## src/rtl/serial_comp2_ctrl.sv

```systemverilog
// Bit-serial two's-complement unit: pass, negate or absolute value, one bit per clock, LSB first.
// Complement is formed by copying bits up to and including the first 1, then inverting the rest.
module serial_comp2_ctrl #(
  parameter int WIDTH = 6
) (
  input  logic             clk,
  input  logic             rst,
  input  logic             start,
  input  logic [1:0]       op,
  input  logic [WIDTH-1:0] a,
  output logic             busy,
  output logic             done,
  output logic [WIDTH-1:0] result,
  output logic             ovf
);

  localparam int CW = $clog2(WIDTH + 1);

  typedef enum logic [1:0] {
    IDLE = 2'd0,
    RUN  = 2'd1,
    DONE = 2'd2
  } state_e;

  state_e           state_q;
  logic [WIDTH-1:0] shreg_q;
  logic [WIDTH-1:0] result_q;
  logic [CW-1:0]    cnt_q;
  logic             neg_q;
  logic             seen_one_q;
  logic             is_min_q;
  logic             busy_q;
  logic             done_q;
  logic             ovf_q;

  logic             bit_d;
  logic             out_bit_d;
  logic             neg_d;
  logic             is_min_d;
  logic             last_d;

  always_comb begin
    bit_d     = shreg_q[0];
    out_bit_d = (neg_q & seen_one_q) ? ~bit_d : bit_d;
    neg_d     = (op == 2'b01) | ((op == 2'b10) & a[WIDTH-1]);
    // The most negative value is its own complement; remember it for the overflow flag.
    is_min_d  = (a == {1'b1, {(WIDTH-1){1'b0}}});
    last_d    = (cnt_q == CW'(WIDTH - 1));
  end

  always_ff @(posedge clk) begin
    if (rst) begin
      state_q    <= IDLE;
      shreg_q    <= '0;
      result_q   <= '0;
      cnt_q      <= '0;
      neg_q      <= 1'b0;
      seen_one_q <= 1'b0;
      is_min_q   <= 1'b0;
      busy_q     <= 1'b0;
      done_q     <= 1'b0;
      ovf_q      <= 1'b0;
    end else begin
      case (state_q)
        IDLE: begin
          done_q <= 1'b0;
          if (start) begin
            shreg_q    <= a;
            neg_q      <= neg_d;
            is_min_q   <= is_min_d;
            seen_one_q <= 1'b0;
            cnt_q      <= '0;
            ovf_q      <= 1'b0;
            busy_q     <= 1'b1;
            state_q    <= RUN;
          end
        end
        RUN: begin
          shreg_q    <= shreg_q >> 1;
          result_q   <= {out_bit_d, result_q[WIDTH-1:1]};
          seen_one_q <= seen_one_q | bit_d;
          cnt_q      <= cnt_q + CW'(1);
          if (last_d) begin
            done_q  <= 1'b1;
            ovf_q   <= neg_q & is_min_q;
            state_q <= DONE;
          end
        end
        DONE: begin
          done_q  <= 1'b0;
          busy_q  <= 1'b0;
          state_q <= IDLE;
        end
        default: begin
          done_q  <= 1'b0;
          busy_q  <= 1'b0;
          state_q <= IDLE;
        end
      endcase
    end
  end

  assign busy   = busy_q;
  assign done   = done_q;
  assign result = result_q;
  assign ovf    = ovf_q;

endmodule
```

## config.mk

```make
export PLATFORM = sky130hd
export DESIGN_NAME = serial_comp2_ctrl
export DESIGN_NICKNAME = d
export VERILOG_FILES = /design/src/rtl/serial_comp2_ctrl.sv
export SDC_FILE = /design/constraint.sdc
export NUM_CORES = 1
export LEC_CHECK = 0
export CAP_MARGIN = 20
export CORE_MARGIN = 8
export CORE_UTILIZATION = 50
export DETAILED_ROUTE_END_ITERATION = 8
export DONT_BUFFER_PORTS = 1
export SYNTH_ARGS = -nofsm -noshare
export SYNTH_HDL_FRONTEND = slang
export SYNTH_SLANG_ARGS = --single-unit
```

## constraint.sdc

```tcl
create_clock -name clk -period 1.5 [get_ports clk]
set_input_delay 0.225 -clock clk [delete_from_list [all_inputs] [get_ports clk]]
set_output_delay 0.225 -clock clk [all_outputs]
set_load 0.05 [all_outputs]
```

# Word-level counts from Yosys, hierarchy flattened
# Index checks and enable logic that the tools add are counted.
[totals]
reg_bits = 23
in_bits = 11
word_cells = 47
[op_classes]
n_eq_ne = 7
mux = 14
n_addsub = 1
reduce_logical = 8
bitwise_logic = 7
[ops]
columns = ["cell", "count"]
rows = [
  ["6-bit case mux with 2 select lines", 1],
  ["2-bit AND reduction", 4],
  ["6-bit == test, second input constant", 1],
  ["6-bit 2-to-1 mux", 1],
  ["1-bit case mux with 2 select lines", 3],
  ["3-bit case mux with 2 select lines", 1],
  ["2-bit by 1-bit == test with 1-bit output, second input constant", 2],
  ["1-bit 2-to-1 mux", 4],
  ["2-bit 2-to-1 mux", 2],
  ["2-bit inequality test, second input constant", 2],
  ["2-bit case mux with 2 select lines", 1],
  ["3-bit by 1-bit adder with 3-bit output, second input constant", 1],
  ["1-bit bitwise AND", 3],
  ["3-bit == test, second input constant", 1],
  ["3-bit 2-to-1 mux", 1],
  ["3-bit AND reduction", 1],
  ["2-bit == test, second input constant", 1],
  ["2-bit logical NOT", 1],
  ["1-bit NOT", 2],
  ["1-bit bitwise OR", 2],
  ["2-bit nonzero test", 1],
  ["2-bit OR reduction", 1],
]

# Logic depth before layout (Yosys ltp)
[logic_depth]
word_depth = 3
ltp_mapped = 5
ltp_nobuf = 5

# Worst setup path before layout
# No wires, ideal clock.
[synth_timing]
path_kind = "register -> register"
start = "register state_q[0]"
end = "register shreg_q[4]"
synth_period_minus_slack_ns = 1.143
required_time_ns = 1.366
arrival_ns = 1.008
setup_time_ns = 0.134
path_stages_with_launch = 5
path_buffers = 1
path_slack_ns = 0.357
path_cell_list = "dfxtp_1 buf_6 or3b_1 a21oi_1 nor3_1"
[synth_between]
elab_chain_len = 3
elab_cells_between_ends = 6
[synth_rtl]
columns = ["item", "line_no", "source"]
rows = [
  ["start, declared", "25", "state_e state_q;"],
  ["start signal, assigned", "53", "state_q <= IDLE;"],
  ["start signal, assigned", "75", "state_q <= RUN;"],
  ["start signal, assigned", "86", "state_q <= DONE;"],
  ["2-bit by 1-bit == test with 1-bit output or 2-bit logical NOT (tied branches)", "64", "case (state_q)"],
  ["2-bit nonzero test (no source line) or 2-bit inequality test (tied branches)", "n/a", ""],
  ["2-bit AND reduction (no source line)", "n/a", ""],
  ["end signal, assigned", "79", "shreg_q <= shreg_q >> 1;"],
  ["end, declared", "26", "logic [WIDTH-1:0] shreg_q;"],
]
# Parallel ways exist; a longest one is shown, timed or not.
# A chain may end at the register's enable or synchronous reset.

# Worst setup path after layout
[layout_timing]
start = "register state_q[0]"
end = "register shreg_q[3]"
# Same word-level chain as after synthesis.

==> metrics.txt <==
routing usage on met2=0.193; Hold Vio Cnt, Final=20; initial DRC count=20; clk buf depth=2; Mean Syn Cell Area=roughly 9 µm²; DR WL/cell=13.9 µm; delay-heaviest family, CP=flip-flops; HPWL Detailed=~1500 µm; startpoint types=flip-flop; Synth Area in Adders=0.0248; initial antenna violation count=0; total I/O pin count=20; worst clock skew=about 17 ps; Synth Area in Simple Gates=0.244; Worst Setup SP=state_q[0]; largest net degree at the start of global routing=24; RR Startpoint=state_q[0]; Die Wd=about 60 µm; met3 usage=0.0424; Synth Area in XOR/XNOR=0.00868; FF+latch count, synth=23; Row Count=16; Buf+Inv Stages, Crit Path=0; final setup violating endpoints=0; Max Fclk=802 MHz; Top Usage Layer GRT=met2; R2R cell count=3; Num CTS Buffers=3; clock latency at the later pin of the worst-skew pair=310 ps; Tmin final=1250 ps; fill count=187; crit share post-route=0.831; CP endpoint=shreg_q[3]; Pwr Density=1010 mW/mm²; Crit path largest cell delay=510 ps; DR vias=763; post-synthesis cell count=roughly 110; Post-synth EDFFs=0; post-synthesis sequential area ratio=0.457; Slew Limit Fails=0; CTS tree=done; gr ovfl total=0; post-synth net total=125; root cell of the clock tree=clkbuf_4; TNS Setup=0 ps; vias in the first global route=760; Syn-to-layout area delta=6.70%; compound-gate portion of the synthesized area=0.201; FF-to-FF setup slack=approximately 250 ps; largest family of logic cells by synthesized area=simple AND/OR/NAND/NOR gates; die height=60.9 µm; status=finished, violations left; gr usage total=0.120; Critical Path Sink Type=flip-flop; kind of critical path=reg2reg; post-route ant nets=0; M1 GR Usage=0.140; Critical Path Fanout Max=14; failing checks=negative hold slack; vias per inst=5.30; final WL=2000 µm; post-synthesis mux area share=0.0112; worst vdd ir=approximately 0.59 mV; ANT cells=0; asr flop ratio synth=0; P_leak=~0.39 nW; final design utilization=0.554; synthesized area=~0.0010 mm²; Initial Utilization=0.519; Die Footprint=0.00371 mm²; Levels on crit path=3; share of layout cells above drive strength 1=0.179; Core Box Area=0.00194 mm²; Yosys cell types=35; YS warnings=0; routability cong.=0.788; RR Endpoint=shreg_q[3]; count of maximum capacitance violations=0; First-pass DRT Iterations=4; NumNets Final=131; Tightest Pin Transition=549 ps; first-pass GRT wire length=around 3400 µm; slowest CP cell=dfxtp_2; Hold Path Class=in2reg; headroom to the max-slew limit=0.633; RSZ-0062 raised after global routing=no; Port Buf Inserts=0; CTS Sinks=23; Worst EP required=~1700 ps; htree depth=1; WP data arrival=1470 ps; Power Total=1.09 mW; Clk pin slew, worst setup/hold paths=approximately 130 ps; drc violations=0; Synth Flop Type=dfxtp_1; worst hold slack=-36.1 ps; worst path cell trace=and2b_4 -> nand2_1 -> a311oi_1
[per-layer routing]
| metal | share of wire | up-vias |
|---|---|---|
| li1 | - | 396 |
| met1 | 0.46 | 354 |
| met2 | 0.47 | 11 |
| met3 | 0.065 | 2 |
| met4 | 0.0075 | 0 |
| met5 | 0 | - |
[what timing repair did]
| action | CTS | global route |
|---|---|---|
| endpoints found under the setup margin | 0 | 2 |
| gates resized for setup | 0 | 1 |
| buffers inserted | 0 | 0 |
| endpoints found under the hold margin | 22 | 22 |
[sequential cells by signal (all words and copies together) (netlist names)]
signal      cells
busy            1
cnt_q           3
done            1
is_min_q        1
neg_q           1
ovf             1
result          6
seen_one_q      1
shreg_q         6
state_q         2
[cell usage in the layout, fill, tap and decap left out, types with 2 or more instances in the layout]
cell type  instances
nand2b_1           2
a21oi_1           13
ha_1               2
dfxtp_1           22
nand2_1           19
nor2_1            11
inv_1              2
a211oi_2           2
clkbuf_4           3
a211oi_1           5
nor3_1             4
buf_4              7
nand3_1            3
nor2_2             2
[where the power goes]
group          internal (mW)  switching [mW]
Clock                  0.104           0.172
Sequential             0.641          0.0319
Combinational         0.0579          0.0793
Total                  0.802           0.284
[kinds of logic (layout without fill, tap and decap cells)]
family | after synthesis | in the layout
AO/OA/AOI/OAI | 29 | 29
flip-flops | 23 | 23
XOR/XNOR | 1 | 1
AND/OR/NAND/NOR | 48 | 48
buffers and inverters | 8 | 13
multiplexers | 1 | 1
adder cells (fa/ha/maj) | 2 | 2
[cells in the mapped netlist (2+ instances only)]
cell | number | area (µm²)
dfxtp_1 | 23 | 460
nand2_1 | 19 | 71.3
a21oi_1 | 13 | 65.1
nor2_1 | 11 | 41.3
a211oi_1 | 5 | 37.5
nor3_1 | 4 | 20.0
nand3_1 | 3 | 15.0
a211oi_2 | 2 | 25.0
clkbuf_1 | 2 | 7.51
ha_1 | 2 | 25.0
inv_1 | 2 | 7.51
nand2b_1 | 2 | 12.5
nor2_2 | 2 | 12.5
[worst reg2reg max path, cell delays in order (launching register included)]
cell,delay [ps]
dfxtp_2,510
and2b_4,320
nand2_1,80
a311oi_1,260
[per-stage QoR]
stage	cells	cell area [µm²]	worst slack, ps
after detailed placement	140	1050	134
after floorplan	112	1010	357
final	144	1080	253
after global routing	144	1080	147
after CTS	144	1070	92.6
after global placement	140	1050	200
[cell type report]
cell class,count,area [µm²],share of cell area
repair buffers,7,52.6,0.0488
well taps,27,33.8,0.0314
flip-flops and latches,23,462,0.429
inverters,2,7.51,0.00698
multi-input cells,81,494,0.459
clock buffers,4,26.3,0.0244
[worst min path at each step]
| stage | start | endpoint | slack [ps] | depth (start not counted) |
|---|---|---|---|---|
| floorplan | rst | busy | 300 | 1 |
| finish | rst | state_q[0] | -40 | 1 |
| detailed placement | rst | cnt_q[0] | 300 | 1 |
| CTS | rst | is_min_q | -40 | 1 |
| global route | rst | state_q[0] | -70 | 1 |
| global placement | rst | cnt_q[0] | 300 | 1 |
No activity file was read; power rests on OpenSTA's default activity.
